[src/rtl/branch_predictor_if.sv]
// Fetch-lookup and branch-resolution signals of the branch predictor.
// Signal suffixes (_in/_out) are named from the predictor's point of view.
interface branch_predictor_if;
  logic        lookup_valid_in;
  logic [31:0] lookup_pc_in;
  logic        predict_taken_out;
  logic [31:0] predict_target_out;
  logic        update_valid_in;
  logic [31:0] update_pc_in;
  logic        update_taken_in;
  logic [31:0] update_target_in;
  logic        update_pred_taken_in;
  logic [31:0] update_pred_target_in;
  logic        mispredict_out;
  logic [31:0] redirect_pc_out;
  logic [31:0] mispredict_count_out;

  modport master (
    output lookup_valid_in, lookup_pc_in,
    output update_valid_in, update_pc_in, update_taken_in, update_target_in,
    output update_pred_taken_in, update_pred_target_in,
    input  predict_taken_out, predict_target_out,
    input  mispredict_out, redirect_pc_out, mispredict_count_out
  );

  modport slave (
    input  lookup_valid_in, lookup_pc_in,
    input  update_valid_in, update_pc_in, update_taken_in, update_target_in,
    input  update_pred_taken_in, update_pred_target_in,
    output predict_taken_out, predict_target_out,
    output mispredict_out, redirect_pc_out, mispredict_count_out
  );
endinterface

[src/rtl/branch_predictor.sv]
// Direct-mapped dynamic branch predictor: combinational lookup, trained by resolved
// branches, with a registered redirect pulse and misprediction counter.
module branch_predictor #(
  parameter int unsigned INDEX_BITS = 4
) (
  input logic               clk_in,
  input logic               rst_in,
  branch_predictor_if.slave bp
);
  localparam int unsigned Entries = 1 << INDEX_BITS;
  localparam int unsigned TagW    = 32 - INDEX_BITS - 2;

  logic [Entries-1:0] r_valid;
  logic [TagW-1:0]    r_tag    [Entries];
  logic [31:0]        r_target [Entries];
  logic [1:0]         r_ctr    [Entries];
  logic               r_mispredict;
  logic [31:0]        r_redirect;
  logic [31:0]        r_count;

  logic [INDEX_BITS-1:0] w_lk_idx;
  logic [TagW-1:0]       w_lk_tag;
  logic                  w_lk_taken;
  logic [INDEX_BITS-1:0] w_up_idx;
  logic [TagW-1:0]       w_up_tag;
  logic                  w_up_hit;
  logic [1:0]            w_ctr_next;
  logic                  w_mispredict;
  logic [31:0]           w_redirect;

  assign w_lk_idx   = bp.lookup_pc_in[INDEX_BITS+1:2];
  assign w_lk_tag   = bp.lookup_pc_in[31:INDEX_BITS+2];
  assign w_lk_taken = bp.lookup_valid_in & r_valid[w_lk_idx] & (r_tag[w_lk_idx] == w_lk_tag)
                      & r_ctr[w_lk_idx][1];

  assign bp.predict_taken_out  = w_lk_taken;
  assign bp.predict_target_out = w_lk_taken ? r_target[w_lk_idx] : bp.lookup_pc_in + 32'd4;

  assign w_up_idx = bp.update_pc_in[INDEX_BITS+1:2];
  assign w_up_tag = bp.update_pc_in[31:INDEX_BITS+2];
  assign w_up_hit = r_valid[w_up_idx] & (r_tag[w_up_idx] == w_up_tag);

  always_comb begin
    w_ctr_next = r_ctr[w_up_idx];
    if (bp.update_taken_in && r_ctr[w_up_idx] != 2'b11) begin
      w_ctr_next = r_ctr[w_up_idx] + 2'b01;
    end else if (!bp.update_taken_in && r_ctr[w_up_idx] != 2'b00) begin
      w_ctr_next = r_ctr[w_up_idx] - 2'b01;
    end
  end

  // A taken/taken pair still mispredicts when the fetch-time target was wrong.
  assign w_mispredict = bp.update_valid_in &
                        ((bp.update_pred_taken_in != bp.update_taken_in) |
                         (bp.update_taken_in & bp.update_pred_taken_in &
                          (bp.update_pred_target_in != bp.update_target_in)));
  assign w_redirect   = bp.update_taken_in ? bp.update_target_in : bp.update_pc_in + 32'd4;

  always_ff @(posedge clk_in) begin
    if (rst_in) begin
      r_valid      <= '0;
      for (int i = 0; i < Entries; i++) begin
        r_tag[i]    <= '0;
        r_target[i] <= '0;
        r_ctr[i]    <= 2'b01;
      end
      r_mispredict <= 1'b0;
      r_redirect   <= '0;
      r_count      <= '0;
    end else begin
      r_mispredict <= w_mispredict;
      if (w_mispredict) begin
        r_redirect <= w_redirect;
        r_count    <= r_count + 32'd1;
      end
      if (bp.update_valid_in) begin
        if (w_up_hit) begin
          r_ctr[w_up_idx] <= w_ctr_next;
          if (bp.update_taken_in) r_target[w_up_idx] <= bp.update_target_in;
        end else if (bp.update_taken_in) begin
          r_valid[w_up_idx]  <= 1'b1;
          r_tag[w_up_idx]    <= w_up_tag;
          r_target[w_up_idx] <= bp.update_target_in;
          r_ctr[w_up_idx]    <= 2'b10;
        end
      end
    end
  end

  assign bp.mispredict_out       = r_mispredict;
  assign bp.redirect_pc_out      = r_redirect;
  assign bp.mispredict_count_out = r_count;
endmodule

[src/flat_wrapper.sv]
// flat-port wrapper written by rule: the top's interface ports become plain ports
module branch_predictor_flat 
#(
  parameter int unsigned INDEX_BITS = 4
)
  (clk_in, rst_in, bp_lookup_valid_in, bp_lookup_pc_in, bp_update_valid_in, bp_update_pc_in, bp_update_taken_in, bp_update_target_in, bp_update_pred_taken_in, bp_update_pred_target_in, bp_predict_taken_out, bp_predict_target_out, bp_mispredict_out, bp_redirect_pc_out, bp_mispredict_count_out);
  branch_predictor_if bp_i ();
  input logic clk_in;
  input logic rst_in;
  input wire logic [$bits(bp_i.lookup_valid_in)-1:0] bp_lookup_valid_in;
  input wire logic [$bits(bp_i.lookup_pc_in)-1:0] bp_lookup_pc_in;
  input wire logic [$bits(bp_i.update_valid_in)-1:0] bp_update_valid_in;
  input wire logic [$bits(bp_i.update_pc_in)-1:0] bp_update_pc_in;
  input wire logic [$bits(bp_i.update_taken_in)-1:0] bp_update_taken_in;
  input wire logic [$bits(bp_i.update_target_in)-1:0] bp_update_target_in;
  input wire logic [$bits(bp_i.update_pred_taken_in)-1:0] bp_update_pred_taken_in;
  input wire logic [$bits(bp_i.update_pred_target_in)-1:0] bp_update_pred_target_in;
  output wire logic [$bits(bp_i.predict_taken_out)-1:0] bp_predict_taken_out;
  output wire logic [$bits(bp_i.predict_target_out)-1:0] bp_predict_target_out;
  output wire logic [$bits(bp_i.mispredict_out)-1:0] bp_mispredict_out;
  output wire logic [$bits(bp_i.redirect_pc_out)-1:0] bp_redirect_pc_out;
  output wire logic [$bits(bp_i.mispredict_count_out)-1:0] bp_mispredict_count_out;
  assign bp_i.lookup_valid_in = bp_lookup_valid_in;
  assign bp_i.lookup_pc_in = bp_lookup_pc_in;
  assign bp_i.update_valid_in = bp_update_valid_in;
  assign bp_i.update_pc_in = bp_update_pc_in;
  assign bp_i.update_taken_in = bp_update_taken_in;
  assign bp_i.update_target_in = bp_update_target_in;
  assign bp_i.update_pred_taken_in = bp_update_pred_taken_in;
  assign bp_i.update_pred_target_in = bp_update_pred_target_in;
  assign bp_predict_taken_out = bp_i.predict_taken_out;
  assign bp_predict_target_out = bp_i.predict_target_out;
  assign bp_mispredict_out = bp_i.mispredict_out;
  assign bp_redirect_pc_out = bp_i.redirect_pc_out;
  assign bp_mispredict_count_out = bp_i.mispredict_count_out;
  branch_predictor #(.INDEX_BITS(INDEX_BITS)) u_core (.clk_in(clk_in), .rst_in(rst_in), .bp(bp_i));
endmodule
[config.mk]
export PLATFORM = sky130hd
export DESIGN_NAME = branch_predictor_flat
export DESIGN_NICKNAME = d
export VERILOG_FILES = /design/src/rtl/branch_predictor_if.sv /design/src/rtl/branch_predictor.sv /design/src/flat_wrapper.sv
export SDC_FILE = /design/constraint.sdc
export NUM_CORES = 2
export LEC_CHECK = 0
export BUFFER_PORTS_ARGS = -buffer_cell sky130_fd_sc_hd__buf_2
export CORE_MARGIN = 2
export CORE_UTILIZATION = 45
export CTS_BUF_LIST = sky130_fd_sc_hd__clkbuf_4 sky130_fd_sc_hd__clkbuf_8
export CTS_CLUSTER_SIZE = 28
export DETAILED_ROUTE_END_ITERATION = 16
export HOLD_SLACK_MARGIN = 0.12
export PLACE_DENSITY_LB_ADDON = 0.1
export SYNTH_ARGS = -nofsm -noshare
export SYNTH_HDL_FRONTEND = slang
export SYNTH_SLANG_ARGS = --single-unit
export TNS_END_PERCENT = 30
[constraint.sdc]
create_clock -name clk_in -period 5.35 [get_ports clk_in]
set_input_delay 0 -clock clk_in [delete_from_list [all_inputs] [get_ports clk_in]]
set_output_delay 0 -clock clk_in [all_outputs]
set_load 0.02 [all_outputs]
==> run metrics <==
GRT Total Usage 33.7%; Worst Hold Class input port to register; area of the multi-input gates 21800 sq um; Synth area leaders edfxtp_1 53%, mux4_2 15%, and3_1 6.2%; hold wc startpoint bp_update_target_in[31]; post-CTS setup buffer count 0; cell total after placement 5476; Worst Tran Pin Value 1360 ps; detailed placement HPWL 125000 um; kind of critical path register to output port; drt total wl 208000 um; Clock Latency Late Sink 930 ps; setup_tns 0 ps; die width 351 um; Gate Count Post-Synth 3960; Seq/Total Area, Yosys 56.1%; Static Leak 22.7 nW; DR pass1 iterations 7; Mapped Avg Cell Area 13.7 sq um; # rows 127; unrepaired setup endpoints after global routing no; share of the synthesized area in the top cell type 53.1%; Max Clk Rate 207 MHz; Arrival @ worst endpoint 4840 ps; largest net degree at the start of global routing 267; dpl cell area 57200 sq um; Non-Filler Instances 5915; worst hold path depth 3; DRT iter0 DRCs 5670; cell area after layout 61800 sq um; reg-to-reg setup timing slack 1180 ps; FF+latch count, synth 1041; DR vias/cell 6.60; I/O pins 232; TritonCTS Buffers 182; layout cells sized above 1 27.0%; number of flops mapped to enable cells by yosys 960; worst vdd ir 0.285 mV; die height 351 um; CTS clk-pin slew, worst paths 60 ps; initial antenna violation count 14; Worst R2R Path Depth 10; die area 124000 sq um; CP max FO 24; Port Buf Inserts 231; Worst Path Required 5350 ps; CORE AREA 120000 sq um; endpoint class of the critical path output port; yosys warns 0; CTS tree built; cell area power density 312 nW/um^2; Yosys cell types 67; area delta synth->final 13.7%; routability cong. 0.899; final setup fails 0; fraction of registers with async set/reset 0%; max-cap viol count 0; minimum clock period 4840 ps; first-pass GRT wire length 291000 um; hold path endpoint u_core.r_target[12][31]$_SDFFCE_PN0P_; H-tree depth 4; status finished clean; vias in the first global route 37898; Worst R2R Start u_core.r_tag[8][0]$_SDFFCE_PN0P_; Syn Nets 4103; total grt overflow 0; worst reg2reg endpoint u_core.r_tag[1][15]$_SDFFCE_PN0P_; filler cell count 10371; CTS Sinks 1041; routed len/inst 35.2 um; final core occ 51.6%; Syn Std Cell Area 54300 sq um; Worst Setup Start Kind register; drc violations 0; worst-case clock buffer depth 3; Final Max Slew Viols 0; Seq. cell area 30400 sq um; top_reg_cell synth edfxtp_1; final net count 4300; Period Utilization, post-route 90.5%; Slew headroom 9.55%; Initial Util 45.3%; clock skew 42.7 ps; via count 39026; clock root buffer clkbuf_8; final hold slack 204 ps; post-synth top area cell edfxtp_1; Final Hold Vio Count 0; PostCTS Resize Cnt 0; number of routed nets with antenna violations 0
-- cells in the final DEF (no fill, tap or decap), drive strengths merged, types with 5 or more instances in the layout --
| master | n |
|---|---|
| mux4 | 363 |
| a221oi | 6 |
| nand2 | 135 |
| nand2b | 22 |
| mux2 | 42 |
| nor2 | 99 |
| and2 | 11 |
| buf | 404 |
| dlygate4sd3 | 108 |
| nor3b | 242 |
| edfxtp | 960 |
| nand4 | 41 |
| o211ai | 8 |
| a21oi | 49 |
| o21bai | 16 |
| o22a | 18 |
| clkinv | 63 |
| a31oi | 10 |
| nand3 | 41 |
| or3 | 16 |
| and3 | 540 |
| a22oi | 30 |
| and4 | 5 |
| ha | 9 |
| xnor2 | 116 |
| inv | 53 |
| diode | 9 |
| dfxtp | 81 |
| nor2b | 6 |
| nor3 | 208 |
| o22ai | 18 |
| xor2 | 40 |
| mux2i | 135 |
| clkbuf | 247 |
| a211oi | 8 |
| nor4 | 14 |
| a22o | 14 |
| o21ai | 62 |
-- worst max path at each step --
stage / startpoint / end / slack (ps)
2_1_floorplan: bp_update_pc_in[2] / u_core.r_tag[4][0]$_SDFFCE_PN0P_ / 1250
3_3_place_gp: bp_update_pc_in[2] / u_core.r_tag[9][1]$_SDFFCE_PN0P_ / 890
4_1_cts: u_core.r_tag[12][21]$_SDFFCE_PN0P_ / bp_predict_target_out[15] / 590
3_5_place_dp: bp_update_pc_in[2] / u_core.r_tag[11][1]$_SDFFCE_PN0P_ / 910
5_1_grt: u_core.r_tag[6][7]$_SDFFCE_PN0P_ / bp_predict_target_out[27] / 500
6_report: u_core.r_tag[8][21]$_SDFFCE_PN0P_ / bp_predict_target_out[15] / 510
-- per-layer routing --
layer	global-route usage [%]	share of wire [%]	routed length (um)	vias to the layer above
li1	-	-	-	15841
met1	48.1	40	84400	20275
met2	50.3	44	92500	2547
met3	8.61	12	24500	357
met4	11.5	3.3	6890	6
met5	0	0.016	33	-
-- area by class of cell --
class | instances | area share, %
inverters | 48 | 0.296
multi-input cells | 2372 | 35.3
flip-flops and latches | 1041 | 49.3
well taps | 1612 | 3.26
repair buffers | 512 | 6.25
clock inverters | 74 | 0.761
clock buffers | 247 | 4.86
diodes | 9 | 0.0365
-- cell usage after synthesis, types with 4 or more instances --
master,number
mux2_2,41
a221oi_1,5
xor2_1,40
a22o_1,14
and4_1,5
mux4_2,363
nor3b_1,242
nand2b_1,22
a22oi_1,30
nor2_1,99
and3_1,540
edfxtp_1,960
xnor2_1,116
clkbuf_1,366
nand2_1,135
ha_1,9
nand4_1,41
nor4b_1,4
o21ai_0,61
buf_2,65
buf_6,26
a21oi_1,49
o22ai_1,18
a211oi_1,8
nor3_1,208
dfxtp_1,81
inv_1,44
a31oi_1,10
nor2b_1,6
o2111ai_1,4
o22a_1,18
and2_1,10
nor4_1,14
nand3_1,41
or3_1,16
mux2i_1,135
buf_4,17
o21bai_1,16
o211ai_1,8
buf_1,25
-- registers in the layout (all words and copies together), names as in the netlist --
signal and cells:
u_core.r_ctr 32, u_core.r_target 512, u_core.r_valid 16, u_core.bp.mispredict_out 1, u_core.bp.mispredict_count_out 32, u_core.r_tag 416, u_core.bp.redirect_pc_out 32
-- through the flow --
stage,worst slack (ps),power (mW)
2_1_floorplan,1250,11.0
3_5_place_dp,915,12.0
4_1_cts,594,19.3
6_report,508,19.3
5_1_grt,501,19.8
3_3_place_gp,892,12.0
-- timing repair --
action,in CTS,in global routing
endpoints found under the hold margin,984,0
hold buffers,109,0
setup endpoints to repair,0,0
-- power by group --
group          total [mW]  leakage [nW]  switching (mW)  internal, mW
logic                2.51          11.1            1.55         0.957
clock network        7.27          1.82            3.52          3.75
registers            9.48          9.80           0.173          9.31
-- kinds of logic after synthesis --
kind of cell	Yosys count	synth area share (%)
flops	1041	56.1
xor+xnor	156	2.52
mux	540	18.4
compound gates	273	3.37
fa+ha+maj	9	0.207
buf+inv	547	4.41
simple gates	1394	15.0
-- critical path, stage by stage (launching register included) --
cell and delay, ps:
edfxtp_1 450, mux4_2 500, mux4_2 620, xnor2_1 330, nand4_1 130, nor4_1 340
nand4_1 570, buf_12 400, mux2_2 370, buf_2 180
No activity file was read; power rests on OpenSTA's default activity.
